`config.mk`:
```
export PLATFORM = sky130hd
export DESIGN_NAME = afe_spi_rx
export DESIGN_NICKNAME = d
export VERILOG_FILES = /design/src/rtl/afe_spi_rx.sv
export SDC_FILE = /design/constraint.sdc
export NUM_CORES = 1
export LEC_CHECK = 0
export BUFFER_PORTS_ARGS = -buffer_cell sky130_fd_sc_hd__buf_2
export CORE_ASPECT_RATIO = 1.75
export CORE_UTILIZATION = 54
export CTS_BUF_LIST = sky130_fd_sc_hd__clkbuf_8
export DETAILED_ROUTE_END_ITERATION = 10
export PLACE_DENSITY_LB_ADDON = 0.15
export REMOVE_ABC_BUFFERS = 1
export SYNTH_ARGS = -nofsm -noshare
export SYNTH_HDL_FRONTEND = slang
export SYNTH_SLANG_ARGS = --single-unit
```
`constraint.sdc`:
```
create_clock -name sysClk -period 3.9 [get_ports sysClk]
set_input_delay 0.585 -clock sysClk [delete_from_list [all_inputs] [get_ports sysClk]]
set_output_delay 0.585 -clock sysClk [all_outputs]
set_load 0.01 [all_outputs]
```
`src/rtl/afe_spi_rx.sv`:
```
// afe_spi_rx: oversampling receiver for the write-only AFE SPI link
// (SCLK/SDI/LE). Each frame is reassembled in the sysClk domain and
// presented as a right-justified word with a one-cycle valid strobe and
// sticky error flags. Used for loopback checking of AFE programming and
// as a bus monitor.
//
// Ports:
//   sysClk      system clock, at least 4x SCLK
//   sysReset_n  synchronous active-low reset
//   spiClk      SPI clock (async, idle low)
//   spiSdi      SPI data, MSB first, sampled on SCLK rise
//   spiLe       latch enable; low while shifting, rising edge closes frame
//   rxData      last completed word, LSB = last bit shifted
//   rxBitCount  bit count of last completed frame (clamped to WORD_WIDTH)
//   rxValid     one-cycle strobe when rxData/rxBitCount update
//   lengthErr   sticky: frame closed with count != EXPECTED_BITS
//   overrunErr  sticky: more than WORD_WIDTH SCLK edges in one frame
//   timeoutErr  sticky: frame aborted because SCLK stalled
//   errClear    clears the sticky flags (a simultaneous set wins)
//   busy        high while a frame is being shifted in
module afe_spi_rx #(
  parameter int unsigned WORD_WIDTH     = 24,
  parameter int unsigned EXPECTED_BITS  = 16,
  parameter int unsigned TIMEOUT_CYCLES = 4096,
  parameter int unsigned SYNC_STAGES    = 2
) (
  input  logic                            sysClk,
  input  logic                            sysReset_n,
  input  logic                            spiClk,
  input  logic                            spiSdi,
  input  logic                            spiLe,
  output logic [WORD_WIDTH-1:0]           rxData,
  output logic [$clog2(WORD_WIDTH+1):0]   rxBitCount,
  output logic                            rxValid,
  output logic                            lengthErr,
  output logic                            overrunErr,
  output logic                            timeoutErr,
  input  logic                            errClear,
  output logic                            busy
);

  localparam int unsigned CNT_W = $clog2(WORD_WIDTH + 1) + 1;
  localparam int unsigned TMO_W = $clog2(TIMEOUT_CYCLES);

  typedef enum logic {
    IDLE  = 1'b0,
    SHIFT = 1'b1
  } state_t;

  state_t state_q, state_d;

  // Input synchronizers plus edge-detect history
  logic [SYNC_STAGES-1:0] sclk_sync, sdi_sync, le_sync;
  logic                   sclk_hist, le_hist;

  // Registered edge pulses; SDI and LE level share the same delay as SCLK
  logic sclk_rise_q, le_rise_q, sdi_q, le_q;

  logic [WORD_WIDTH-1:0] shift_q, shift_d;
  logic [CNT_W-1:0]      bit_cnt_q, bit_cnt_d;
  logic [TMO_W-1:0]      tmo_q, tmo_d;

  logic [WORD_WIDTH-1:0] rx_data_d;
  logic [CNT_W-1:0]      rx_cnt_d;
  logic                  rx_valid_d;
  logic                  len_set, ovr_set, tmo_set;
  logic                  timeout_hit;

  // Synchronizers and edge detection
  always_ff @(posedge sysClk) begin
    if (!sysReset_n) begin
      sclk_sync   <= '0;
      sdi_sync    <= '0;
      le_sync     <= '0;
      sclk_hist   <= 1'b0;
      le_hist     <= 1'b0;
      sclk_rise_q <= 1'b0;
      le_rise_q   <= 1'b0;
      sdi_q       <= 1'b0;
      le_q        <= 1'b0;
    end else begin
      sclk_sync   <= {sclk_sync[SYNC_STAGES-2:0], spiClk};
      sdi_sync    <= {sdi_sync[SYNC_STAGES-2:0], spiSdi};
      le_sync     <= {le_sync[SYNC_STAGES-2:0], spiLe};
      sclk_hist   <= sclk_sync[SYNC_STAGES-1];
      le_hist     <= le_sync[SYNC_STAGES-1];
      sclk_rise_q <= sclk_sync[SYNC_STAGES-1] & ~sclk_hist;
      le_rise_q   <= le_sync[SYNC_STAGES-1] & ~le_hist;
      sdi_q       <= sdi_sync[SYNC_STAGES-1];
      le_q        <= le_sync[SYNC_STAGES-1];
    end
  end

  // Stall detector: counter is cleared by every SCLK edge inside a frame
  assign timeout_hit = (state_q == SHIFT) && !sclk_rise_q && !le_rise_q &&
                       (tmo_q == TMO_W'(TIMEOUT_CYCLES - 1));

  // State register and datapath registers
  always_ff @(posedge sysClk) begin
    if (!sysReset_n) begin
      state_q    <= IDLE;
      shift_q    <= '0;
      bit_cnt_q  <= '0;
      tmo_q      <= '0;
      rxData     <= '0;
      rxBitCount <= '0;
      rxValid    <= 1'b0;
      lengthErr  <= 1'b0;
      overrunErr <= 1'b0;
      timeoutErr <= 1'b0;
      busy       <= 1'b0;
    end else begin
      state_q    <= state_d;
      shift_q    <= shift_d;
      bit_cnt_q  <= bit_cnt_d;
      tmo_q      <= tmo_d;
      rxData     <= rx_data_d;
      rxBitCount <= rx_cnt_d;
      rxValid    <= rx_valid_d;
      lengthErr  <= len_set | (lengthErr & ~errClear);
      overrunErr <= ovr_set | (overrunErr & ~errClear);
      timeoutErr <= tmo_set | (timeoutErr & ~errClear);
      busy       <= (state_d == SHIFT);
    end
  end

  // Next-state logic
  always_comb begin
    state_d = state_q;
    case (state_q)
      IDLE: begin
        if (sclk_rise_q && !le_q) state_d = SHIFT;
      end
      SHIFT: begin
        if (le_rise_q || timeout_hit) state_d = IDLE;
      end
      default: state_d = IDLE;
    endcase
  end

  // Datapath and output next values
  always_comb begin
    shift_d    = shift_q;
    bit_cnt_d  = bit_cnt_q;
    tmo_d      = tmo_q;
    rx_data_d  = rxData;
    rx_cnt_d   = rxBitCount;
    rx_valid_d = 1'b0;
    len_set    = 1'b0;
    ovr_set    = 1'b0;
    tmo_set    = 1'b0;
    case (state_q)
      IDLE: begin
        // LE rising while idle is an empty frame and is ignored
        if (sclk_rise_q && !le_q) begin
          shift_d   = WORD_WIDTH'(sdi_q);
          bit_cnt_d = CNT_W'(1);
          tmo_d     = '0;
        end
      end
      SHIFT: begin
        if (sclk_rise_q) begin
          tmo_d = '0;
          if (bit_cnt_q < CNT_W'(WORD_WIDTH)) begin
            shift_d   = {shift_q[WORD_WIDTH-2:0], sdi_q};
            bit_cnt_d = bit_cnt_q + CNT_W'(1);
          end else begin
            // Word is full: keep counting for the length check, drop the bit
            ovr_set = 1'b1;
            if (bit_cnt_q != '1) bit_cnt_d = bit_cnt_q + CNT_W'(1);
          end
        end else if (tmo_q != TMO_W'(TIMEOUT_CYCLES - 1)) begin
          tmo_d = tmo_q + TMO_W'(1);
        end

        // Close uses the post-shift word so a coincident last bit is kept
        if (le_rise_q) begin
          rx_valid_d = 1'b1;
          rx_data_d  = shift_d;
          rx_cnt_d   = (bit_cnt_d > CNT_W'(WORD_WIDTH)) ? CNT_W'(WORD_WIDTH)
                                                        : bit_cnt_d;
          len_set    = (bit_cnt_d != CNT_W'(EXPECTED_BITS));
        end else if (timeout_hit) begin
          tmo_set = 1'b1;
        end
      end
      default: ;
    endcase
  end

endmodule

```
* Word-level counts from Yosys, hierarchy flattened
Cells that the tools add are included.
** Word-level totals
- Bits in writable memories :: 0
- Bits in latches :: 0
- Memories :: 0
- Register bits after elaboration :: 88
- Bits in read-only memories :: 0
** Cells by class
- $add $sub $neg :: 2
- Eq/ne operators :: 6
- Multiply operators :: 0
- Magnitude comparators :: 2
- Reductions and logical operators :: 11
- Mux-type cells :: 27
- Divide/modulo/power cells :: 0
- Shift operators :: 0
- Bitwise gates (word level) :: 12
** Operator list (number)
- 24-bit 2-to-1 mux :: 3
- 24-bit one-hot mux with 2 select lines :: 1
- 12-bit 2-to-1 mux :: 3
- 6-bit 2-to-1 mux :: 6
- 12-bit one-hot mux with 2 select lines :: 1
- 12-bit by 1-bit adder with 12-bit output, second input constant :: 1
- 12-bit == test, second input constant :: 1
- 12-bit inequality test, second input constant :: 1
- 6-bit one-hot mux with 2 select lines :: 1
- 1-bit 2-to-1 mux :: 11
- 6-bit by 1-bit adder with 6-bit output, second input constant :: 1
- 6-bit by 5-bit greater-than comparator with 1-bit output, second input constant :: 1
- 6-bit by 5-bit less-than comparator with 1-bit output, second input constant :: 1
- 6-bit by 5-bit inequality test with 1-bit output, second input constant :: 1
- 6-bit inequality test, second input constant :: 1
- 2-bit AND reduction :: 3
- 1-bit bitwise AND :: 5
- 1-bit logical AND :: 4
- 1-bit inverter :: 4
- 1-bit zero test :: 3
- 3-bit by 1-bit inequality test with 1-bit output, second input constant :: 1
- 1-bit bitwise OR :: 3
- 2-bit inequality test, second input constant :: 1
- 1-bit one-hot mux with 2 select lines :: 1
- 1-bit logical OR :: 1

* Longest topological paths before layout
Gate-level depths: netlist of the first run.
- Depth in word-level cells :: 9
- Gate-level depth with buffers :: 7

* Worst setup path before layout of the first run
OpenSTA, ideal clock, no wires.
- Path type :: input -> register
- From :: input port sysReset_n
- To :: register shift_q[13]
- Setup slack :: 2276 ps
- Path buffers :: 3
- Required time :: 3772 ps
- Arrival :: 1496 ps
- Stages on the path :: 5
- Cells stage by stage :: clkbuf_1 > clkinv_1 > clkbuf_1 > clkbuf_1 > nor2_1
** RTL lines
- from (decl) :: line 28 : input logic sysReset_n,
- to (signal assigned) :: line 114 : shift_q <= shift_d;
- to (decl) :: line 59 : logic [WORD_WIDTH-1:0] shift_q, shift_d;
No word-level cell between the ends.

* Worst setup path in the final report of the first run
- From :: register bit_cnt_q[3]
- To :: register shift_q[0]
** On the way
- Cells in the longest elaborated chain, start to end :: 4
** RTL lines
- from (decl) :: line 60 : logic [CNT_W-1:0] bit_cnt_q, bit_cnt_d;
- from (signal assigned) :: line 115 : bit_cnt_q <= bit_cnt_d;
- 6-bit by 5-bit less-than comparator with 1-bit output :: line 164 : if (bit_cnt_q < CNT_W'(WORD_WIDTH)) begin
- 24-bit 2-to-1 mux :: line 164
- 24-bit 2-to-1 mux :: line 162 : if (sclk_rise_q) begin
- 24-bit one-hot mux with 2 select lines :: line 152 : case (state_q)
Every way passes these cells.
A chain may end at the register's enable or synchronous reset.

==> results of run 1 <==
[stage by stage]
stage                     setup slack, ns  std cells  hold WS, ns  utilization, %
after floorplan                      1.61        362        0.367               -
after detailed placement             1.38        485        0.383            58.4
after global routing                 1.07        501        0.411            61.2
final                                1.42        501        0.404            61.2
after global placement               1.48        485        0.374            58.4
after CTS                            1.37        501        0.407            61.2
[metal layers]
metal	track usage (%)	vias up	wire length, um
met5	0	-	0
met4	13.1	0	180
met3	4.77	16	303
met2	37.8	76	3660
met1	23.3	1293	2870
li1	-	1451	-
[power groups by stage]
| stage | Combinational (mW) | Clock, mW | Sequential, mW |
|---|---|---|---|
| 6_report | 0.0478 | 0.584 | 0.909 |
| 5_1_grt | 0.0527 | 0.639 | 0.911 |
| 2_1_floorplan | 0.0308 | 0 | 0.930 |
| 3_3_place_gp | 0.0470 | 0 | 0.930 |
| 3_5_place_dp | 0.0483 | 0 | 0.931 |
| 4_1_cts | 0.0485 | 0.597 | 0.909 |
[cell usage in the layout, fill, tap and decap left out, types with 7 or more instances in the layout]
| master | instances |
|---|---|
| dfxtp_1 | 88 |
| nor2_1 | 68 |
| buf_2 | 40 |
| mux2i_1 | 28 |
| a211oi_1 | 26 |
| a22oi_1 | 26 |
| a21oi_1 | 15 |
| nand2_1 | 13 |
| and2_1 | 12 |
| clkbuf_8 | 11 |
| xnor2_1 | 9 |
| o21ai_0 | 7 |
| inv_1 | 7 |
[cell type report]
type / count / area, um2 / area share (%)
flip-flops and latches: 88 / 1760 / 44.3
multi-input cells: 266 / 1690 / 42.5
repair buffers: 41 / 208 / 5.23
clock buffers: 11 / 151 / 3.81
well taps: 82 / 103 / 2.58
clock inverters: 5 / 31.3 / 0.787
inverters: 8 / 30.0 / 0.756
[registers in the layout (all words and copies together), names as in the netlist, 2 cells and up]
| register | cells |
|---|---|
| sdi_sync | 2 |
| shift_q | 24 |
| tmo_q | 12 |
| le_sync | 2 |
| sclk_sync | 2 |
| bit_cnt_q | 6 |
| rxBitCount | 6 |
| rxData | 24 |
[cells by family (layout without fill, tap and decap cells)]
| logic type | Yosys count | count (layout) | share of synthesized area (%) |
|---|---|---|---|
| compound gates | 98 | 98 | 19.3 |
| xor+xnor | 9 | 9 | 2.20 |
| fa+ha+maj | 2 | 2 | 0.697 |
| buf+inv | 32 | 65 | 3.84 |
| flops | 88 | 88 | 49.1 |
| mux | 28 | 28 | 7.81 |
| simple gates | 129 | 129 | 17.1 |
[worst min path at each step]
stage,endpoint,depth (start not counted),startpoint
after floorplan,sclk_rise_q,1,sclk_hist
after global placement,sclk_rise_q,1,sclk_hist
after detailed placement,sclk_rise_q,1,sclk_hist
after CTS,sclk_rise_q,1,sclk_hist
after global routing,sclk_rise_q,1,sclk_hist
final,sclk_rise_q,1,sclk_hist
[synthesized netlist by cell type (all sizes together)]
master   count  area [um2]
nand2       15        61.3
clkbuf      13        48.8
nor2        69         262
and4         2        17.5
nor2b        2        12.5
a211oi      26         195
or4          1        7.51
buf         11        58.8
o211ai       5        37.5
a21o         1        7.51
nand3b       1        7.51
and2b        1        7.51
clkinv       1        3.75
a31o         1        8.76
o41a         1        11.3
or4b         2        23.8
and2        13        81.3
o31ai        1        7.51
a2bb2oi      2        17.5
a31oi        2        12.5
nor3         7        40.0
o221a        1        11.3
mux2i       28         280
o311ai       1        8.76
o21ai       12        67.6
dfxtp       88        1760
o2111ai      2        17.5
and3         3        18.8
nand3        6        30.0
inv          7        26.3
a22oi       26         195
or3          4        25.0
a21oi       15        75.1
xnor2        9        78.8
a221oi       1        8.76
ha           2        25.0
a41oi        1        8.76
nand4        3        18.8
==> impl_results.md, run 1 <==
- Total number of cells along the worst setup path: 5
- CTS tree: done
- Worst Path Arrival: 2.73 ns
- Unrepaired setup endpoints after global routing: false
- Clk sink count: 88
- Largest net degree at the start of global routing: 54
- Number of antenna violations at the first check in global routing: 0
- DR vias: about 2.8k
- Worst-case clock skew: 0.00948 ns
- Count of buffers added by post-CTS timing repair for setup: 0
- Root buffer cell: clkbuf_8
- Combined area of all synthesized cells: 3590 um2
- Sum of overflow across all layers after global routing: 0
- Starting Density: between 50% and 60%
- Share of total power in combinational logic: 3.1%
- Required arrival time at the worst endpoint: 4.15 ns
- Pwr/cell area: roughly 390 nW/um2
- Sum of negative setup slack: 0 ns
- Number of buffers added by the clock tree synthesis step: 9
- Worst R2R Path Depth: 5
- Synth-to-layout area growth: 10.8%
- PortBufs: 40
- Relative slew slack: about two fifths
- Post-detail-place hpwl: 4560 um
- End of the critical path: shift_q[0]
- Hold buffer count at CTS: 0
- Vias in the first global route: 2690
- Fraction of the yosys area taken by sequential cells: 49.1%
- Final count of hold timing violations: 0
- Post-detailed-routing wire length: 7010 um
- Worst path slowest cell: a21o_1
- Proportion of total power due to net switching: between 20% and 30%
- Number of diodes added for antenna fixing: 0
- Cell type group with the largest total delay on the critical path: compound AO/OA/AOI/OAI gates
- Critical setup path kind: register to register
- Final cell area excluding filler cells: 3970 um2
- CTS max path bufs: 2
- Sequential power share: 59.0%
- Worst skew pair latency: between 0.3 and 0.4 ns
- Biggest fanout along the worst timing path: 26
- Max rail drop VDD: 0.266 mV
- Die outline width: 63.6 um
- Total iterations of the first detailed-routing run: 4
- Final weighted congestion in routability-driven placement: between 0.8 and 0.9
- Number of max-capacitance violations reported: 0
- Total count of max-transition violations in the final report: 0
- Power after layout: 1.54 mW
- Net switching power figure: 359 uW
- Site Rows: 39
- Total DRC errors in the routed layout: 0
- Critical path buffers and inverters: 0
- Die Y-Extent: 110 um
- Overall global routing resource usage: 21.5%
- Internal Power: 1.18 mW
- Via-to-Cell Ratio: 5.66
- R2R Path Start: bit_cnt_q[3]
- Layout Nets: about 420
- Yosys reg bits: 88
- Area of the die: 6990 um2
- Mapped Cells: 386
- Number of setup violations in the final report: 0
- IO Count: between 40 and 50
- Launching element type of the critical path: register
- Placement Cell Area: 3790 um2
- Worst min-delay path category: register to register
- Leakage component of the power: 1.60 nW
- FF-to-FF End: shift_q[0]
- Final critical-path share of the clock period: 63.5%
- Fraction of layout cells with a size suffix above 1: 15.8%
- Clock transition at the registers of the reported paths: ~0.090 ns
- Run status: complete, no violations
- Number of gates resized after CTS: 0
- Setup crit end kind: register
- Routed wire length per instance: 14.0 um
- Min Tclk post-route: between 2 and 2.5 ns
- Clock share of power: 37.9%
- Upper clock frequency limit: 404 MHz
- Worst slew pin tran: 0.892 ns
- Critical Path Source: bit_cnt_q[3]
- Post-synthesis area per instance: about 9.3 um2
- Drt first-iter violations: 239
- First-pass GRT wire length: 11800 um
- Slowest cell delay on critical path: 0.73 ns
- # fillers: 562
- Unique masters post-synth: 46
- Synth warn: 0
- Sequence of cells on the critical path: a21oi_1 > nand2_2 > a21o_1 > mux2i_1 > nor2_1
- H-tree depth: 3
- Placeable core area: 6490 um2
- Setup slack of the worst register-to-register path: 1.42 ns
- Antenna-violating nets left: 0
(Power assumes the default switching activity.)
==> inputs of run 2 (changes only) <==
==> constraint.sdc (replaced) <==
create_clock -name sysClk -period 2.3 [get_ports sysClk]
set_input_delay 0.345 -clock sysClk [delete_from_list [all_inputs] [get_ports sysClk]]
set_output_delay 0.345 -clock sysClk [all_outputs]
set_load 0.01 [all_outputs]
==> impl_results.md, run 2 (synthesis gave the netlist of run 1 again) <==
- Commonest non-fill, non-tap cells in the layout: 88 x dfxtp_1, 68 x nor2_1, 40 x buf_2 (unchanged)
- Worst R2R Path Depth: 6 (was 5)
- Grt met3 use: 3.32% (was 4.77%)
- H-tree depth: 3 (unchanged)
- FF-to-FF End: rxBitCount[0] (was shift_q[0])
- Die outline width: 63.6 um (unchanged)
- DR vias: 2839 (was 2836)
- Final count of hold timing violations: 0 (unchanged)
- Most common cell after layout, fill and taps aside: dfxtp_1 (unchanged)
- Required arrival time at the worst endpoint: 2.55 ns (was 4.15 ns)
- Launching element type of the critical path: register (unchanged)
- Worst-case clock skew: 0.00637 ns (was 0.00948 ns)
- Number of buffers added by the clock tree synthesis step: 9 (unchanged)
- IO Count: 41 (unchanged)
- Upper clock frequency limit: 528 MHz (was 404 MHz)
- Die Y-Extent: 110 um (unchanged)
- Regs by FF count: rxData: 24 flops, shift_q: 24 flops, tmo_q: 12 flops (unchanged)
- First-pass GRT wire length: 11400 um (was 11800 um)
- Fraction of layout cells with a size suffix above 1: 16.9% (was 15.8%)
- Number of diodes added for antenna fixing: 0 (unchanged)
- Pwr/cell area: 631 nW/um2 (was 388 nW/um2)
- CTS max path bufs: 2 (unchanged)
- Starting Density: 55.3% (unchanged)
- Final critical-path share of the clock period: 82.4% (was 63.5%)
- Clk sink count: 88 (unchanged)
- Unrepaired setup endpoints after global routing: false (unchanged)
- Number of setup violations in the final report: 0 (unchanged)
- Max rail drop VDD: 0.469 mV (was 0.266 mV)
- Sum of negative setup slack: 0 ns (unchanged)
- Final cell area excluding filler cells: 4060 um2 (was 3970 um2)
- Routed wire length per instance: 13.6 um (was 14.0 um)
- Most used routing layer: met2 (unchanged)
- Total iterations of the first detailed-routing run: 4 (unchanged)
- Placement Cell Area: 3900 um2 (was 3790 um2)
- Relative slew slack: 67.2% (was 40.5%)
- Post-detail-place hpwl: 4650 um (was 4560 um)
- Worst path slowest cell: dfxtp_1 (was a21o_1)
- Worst Path Arrival: 2.14 ns (was 2.73 ns)
- Setup slack of the worst register-to-register path: 0.41 ns (was 1.42 ns)
- Worst skew pair latency: 0.36 ns (was 0.37 ns)
- CTS tree: done (unchanged)
- Worst min-delay path category: primary input to register (was register to register)
- Post-detailed-routing wire length: 6910 um (was 7010 um)
- Sum of overflow across all layers after global routing: 0 (unchanged)
- Setup crit end kind: register (unchanged)
- Drt first-iter violations: 205 (was 239)
- Leakage component of the power: 1.64 nW (was 1.60 nW)
- Hold_sp: spiClk (was sclk_hist)
- Hold buffer count at CTS: 0 (unchanged)
- Min Tclk post-route: 1.89 ns (was 2.48 ns)
- Via-to-Cell Ratio: 5.59 (was 5.66)
- # fillers: 563 (was 562)
- PortBufs: 40 (unchanged)
- Antenna-violating nets left: 0 (unchanged)
- Layout Nets: 431 (was 422)
- Met2 capacity usage during global routing: 35.0% (was 37.8%)
- Vias in the first global route: 2550 (was 2690)
- Site Rows: 39 (unchanged)
- CP dominant cell by count: o211ai_1
- Global-route met1 utilization: 24.7% (was 23.3%)
- Placeable core area: 6490 um2 (unchanged)
- Count of buffers added by post-CTS timing repair for setup: 0 (unchanged)
- Overall global routing resource usage: 21.0% (was 21.5%)
- Sequence of cells on the critical path: ha_1 > and3_1 > a31oi_1 > o211ai_1 > o211ai_1 > o21ai_1 (was a21oi_1 > nand2_2 > a21o_1 > mux2i_1 > nor2_1)
- Min-Delay Endpoint: sclk_sync[0] (was sclk_rise_q)
- Run status: complete, no violations (unchanged)
- Number of cells on the worst hold path: 2 (was 1)
- Slowest cell delay on critical path: 0.38 ns (was 0.73 ns)
- Biggest fanout along the worst timing path: 8 (was 26)
- Worst slew pin tran: 0.493 ns (was 0.892 ns)
- Largest net degree at the start of global routing: 54 (unchanged)
- Total DRC errors in the routed layout: 0 (unchanged)
- Number of antenna violations at the first check in global routing: 0 (unchanged)
- Synth-to-layout area growth: 13.1% (was 10.8%)
- Area of the die: 6990 um2 (unchanged)
- Clock transition at the registers of the reported paths: 0.08 ns (was 0.09 ns)
- Number of gates resized after CTS: 0 (unchanged)
- Root buffer cell: clkbuf_8 (unchanged)
- R2R Path Start: bit_cnt_q[0] (was bit_cnt_q[3])
- Final weighted congestion in routability-driven placement: 0.851 (about the same)
- Total count of max-transition violations in the final report: 0 (unchanged)
- Critical setup path kind: register to register (unchanged)
- Number of max-capacitance violations reported: 0 (unchanged)
## run 2: cell count changes in the layout (fill, tap and decap cells not counted), sizes merged
| cell | delta |
|---|---|
| inv | +1 |
| clkbuf | -1 |
| clkinvlp | +1 |
| clkinv | -3 |
| buf | +9 |
## run 2: final cells by class
| class | instances | area (um2) | share of cell area [%] |
|---|---|---|---|
| clock buffers | 10 | 138 | 3.39 |
| well taps | 82 | 103 | 2.53 |
| multi-input cells | 266 | 1690 | 41.6 |
| flip-flops and latches | 88 | 1760 | 43.4 |
| inverters | 8 | 30.0 | 0.740 |
| repair buffers | 50 | 313 | 7.71 |
| clock inverters | 4 | 23.8 | 0.586 |
## run 2: worst max-delay path: cells and delay by family (launching register included)
kind	cells	cell delay [ns]
DFF	1	0.38
AOI/OAI and AO/OA	4	0.90
and+or+nand+nor	1	0.22
adders and majority gates	1	0.28
## run 2: power breakdown
group	switching (mW)	leakage [nW]	total, mW	internal (mW)
combinational	0.0601	0.852	0.0943	0.0342
clock	0.521	0.0814	0.925	0.404
sequential	0.00733	0.710	1.54	1.53
total	0.588	1.64	2.56	1.97
## run 2: worst max-delay path by stage
| stage | endpoint | startpoint | cells past startpoint |
|---|---|---|---|
| floorplan | rxBitCount[4] | state_q | 3 |
| global placement | rxBitCount[0] | bit_cnt_q[0] | 6 |
| detailed placement | rxBitCount[0] | bit_cnt_q[0] | 6 |
| CTS | rxBitCount[0] | bit_cnt_q[0] | 6 |
| global route | rxBitCount[1] | bit_cnt_q[0] | 6 |
| finish | rxBitCount[0] | bit_cnt_q[0] | 6 |
## run 2: through the flow
step	setup WS, ns	hold slack, ns	std cells	utilization [%]	power [mW]
after floorplan	0.127	0.367	362	-	1.63
after global placement	0.464	0.370	494	60.0	1.67
after detailed placement	0.435	0.378	494	60.0	1.67
after CTS	0.413	0.181	508	62.5	2.59
after global routing	0.185	0.190	508	62.5	2.65
final	0.406	0.187	508	62.5	2.56
## run 2: metal layers
layer / vias up / part of all wire (%)
met4: 0 / 3.1
met5: - / 0
met3: 15 / 2.6
li1: 1459 / -
met2: 50 / 51
met1: 1315 / 44
==> inputs of run 3 (changes only) <==
==> constraint.sdc (replaced) <==
create_clock -name sysClk -period 1.7 [get_ports sysClk]
set_input_delay 0.255 -clock sysClk [delete_from_list [all_inputs] [get_ports sysClk]]
set_output_delay 0.255 -clock sysClk [all_outputs]
set_load 0.01 [all_outputs]
==> impl_results.md, run 3 (synthesis gave the netlist of run 1 again) <==
- Most used routing layer: met2 (unchanged)
- Clock transition at the registers of the reported paths: 0.08 ns (about the same)
- Worst R2R Path Depth: 5 (was 6)
- Fraction of layout cells with a size suffix above 1: 21.1% (was 16.9%)
- Worst Path Arrival: 1.90 ns (was 2.14 ns)
- Met2 capacity usage during global routing: 37.9% (was 35.0%)
- Launching element type of the critical path: register (unchanged)
- Layout Nets: 444 (was 431)
- Worst slew pin tran: 0.503 ns (was 0.493 ns)
- CTS max path bufs: 2 (unchanged)
- Number of buffers added by the clock tree synthesis step: 9 (unchanged)
- Worst min-delay path category: primary input to register (unchanged)
- Die Y-Extent: 110 um (unchanged)
- Setup slack of the worst register-to-register path: 0.06 ns (was 0.41 ns)
- Min Tclk post-route: 1.64 ns (was 1.89 ns)
- Via-to-Cell Ratio: 5.62 (was 5.59)
- Final count of hold timing violations: 0 (unchanged)
- R2R Path Start: bit_cnt_q[2] (was bit_cnt_q[0])
- Upper clock frequency limit: 609 MHz (was 528 MHz)
- Routed wire length per instance: 14.0 um (was 13.6 um)
- Worst-case clock skew: 0.00755 ns (was 0.00637 ns)
- Post-detail-place hpwl: 4840 um (was 4650 um)
- Setup slack at placement: 0.0354 ns (was 0.435 ns)
- Unrepaired setup endpoints after global routing: true (was false)
- End of the critical path: rxBitCount[4] (was rxBitCount[0])
- Area of the die: 6990 um2 (unchanged)
- Largest net degree at the start of global routing: 51 (was 54)
- Number of setup violations in the final report: 0 (unchanged)
- Number of max-capacitance violations reported: 0 (unchanged)
- CTS tree: done (unchanged)
- Critical setup path kind: register to register (unchanged)
- Setup ws final: 0.0592 ns (was 0.406 ns)
- Root buffer cell: clkbuf_8 (unchanged)
- IO Count: 41 (unchanged)
- Final Instance Count excl. Fillers: 522 (was 508)
- Drt first-iter violations: 245 (was 205)
- First-pass GRT wire length: 11800 um (was 11400 um)
- FF-to-FF End: rxBitCount[4] (was rxBitCount[0])
- Regs by FF count: rxData: 24 flops, shift_q: 24 flops, tmo_q: 12 flops (unchanged)
- Site Rows: 39 (unchanged)
- Number of antenna violations at the first check in global routing: 0 (unchanged)
- Leakage component of the power: 1.72 nW (was 1.64 nW)
- Relative slew slack: 66.5% (was 67.2%)
- Required arrival time at the worst endpoint: 1.96 ns (was 2.55 ns)
- Run status: complete, no violations (unchanged)
- Grt met3 use: 3.84% (was 3.32%)
- Antenna-violating nets left: 0 (unchanged)
- H-tree depth: 3 (unchanged)
- PortBufs: 40 (unchanged)
- Pwr/cell area: 853 nW/um2 (was 631 nW/um2)
- Overall global routing resource usage: 22.0% (was 21.0%)
- Clk sink count: 88 (unchanged)
- Total iterations of the first detailed-routing run: 5 (was 4)
- Sum of negative setup slack: 0 ns (unchanged)
- Post-detailed-routing wire length: 7330 um (was 6910 um)
- Commonest non-fill, non-tap cells in the layout: 83 x dfxtp_1, 68 x nor2_1, 40 x buf_2 (was 88 x dfxtp_1, 68 x nor2_1, 40 x buf_2)
- Number of diodes added for antenna fixing: 0 (unchanged)
- DR vias: 2936 (was 2839)
- Sum of overflow across all layers after global routing: 0 (unchanged)
- Final critical-path share of the clock period: 96.5% (was 82.4%)
- Placeable core area: 6490 um2 (unchanged)
- Global-route met1 utilization: 24.4% (was 24.7%)
- Max rail drop VDD: 0.570 mV (was 0.469 mV)
- Total count of max-transition violations in the final report: 0 (unchanged)
- Setup crit end kind: register (unchanged)
- Synth-to-layout area growth: 17.0% (was 13.1%)
- Starting Density: 55.3% (unchanged)
- Vias in the first global route: 2611 (was 2550)
- Most common cell after layout, fill and taps aside: dfxtp_1 (unchanged)
- Critical Path Source: bit_cnt_q[2] (was bit_cnt_q[0])
- Biggest fanout along the worst timing path: 7 (was 8)
- Final weighted congestion in routability-driven placement: 0.868 (was 0.851)
- Die outline width: 63.6 um (unchanged)
- Worst skew pair latency: 0.36 ns (about the same)
- Post-placement cell count: 506 (was 494)
- Total DRC errors in the routed layout: 0 (unchanged)
## run 3: cell types whose count changed in the layout (fill, tap and decap cells not counted), sizes merged
cell | before | now
bufinv | 0 | 1
inv | 8 | 10
clkbuf | 10 | 9
clkinvlp | 2 | 0
buf | 50 | 63
clkinv | 2 | 3
## run 3: critical path, cell delays in order, from the launching register on
cell and delay, ns:
dfxtp_2 0.40, nand4_1 0.18, or4b_4 0.55, o21ai_2 0.11, nand2_1 0.08, o221a_2 0.22
## run 3: what timing repair did
action,4_1_cts,5_1_grt
setup endpoints to repair,4,21
hold buffers,0,0
pin swaps,0,2
resized for setup,1,10
buffers inserted,0,1
## run 3: area by class of cell
cell class / count / area, um2
Tap cell: 82 / 103
Timing Repair Buffer: 63 / 402
Clock inverter: 6 / 55.1
Clock buffer: 9 / 124
Sequential cell: 88 / 1770
Multi-Input combinational cell: 266 / 1720
Inverter: 8 / 30.0
Fill cell: 572 / 2290
## run 3: layer usage
layer  up-vias  share of wire [%]
met5         -                  0
met4         0                3.4
met3        18                2.9
met1      1360                 42
met2        64                 51
li1       1494                  -
## run 3: power breakdown
group	internal [mW]	total, mW	switching (mW)	leakage, nW
Clock	0.656	1.36	0.706	0.103
Combinational	0.0498	0.134	0.0844	0.907
Sequential	2.07	2.08	0.00923	0.713
Total	2.78	3.58	0.800	1.72
## run 3: worst min-delay path by stage
stage / start / to / cells after the start
floorplan: sclk_hist / sclk_rise_q / 1
global placement: sclk_hist / sclk_rise_q / 1
detailed placement: sclk_hist / sclk_rise_q / 1
CTS: spiSdi / sdi_sync[0] / 2
global route: spiLe / le_sync[0] / 2
finish: spiSdi / sdi_sync[0] / 2
## run 3: metrics by stage
stage / power (mW) / cell area [um2] / hold WS (ns) / util (%)
after global placement: 2.26 / 3970 / 0.371 / 61.2
after floorplan: 2.20 / 3480 / 0.367 / -
after global routing: 3.71 / 4200 / 0.107 / 64.7
after CTS: 3.60 / 4160 / 0.0837 / 64.1
after detailed placement: 2.26 / 3970 / 0.384 / 61.2
final: 3.58 / 4200 / 0.0965 / 64.7
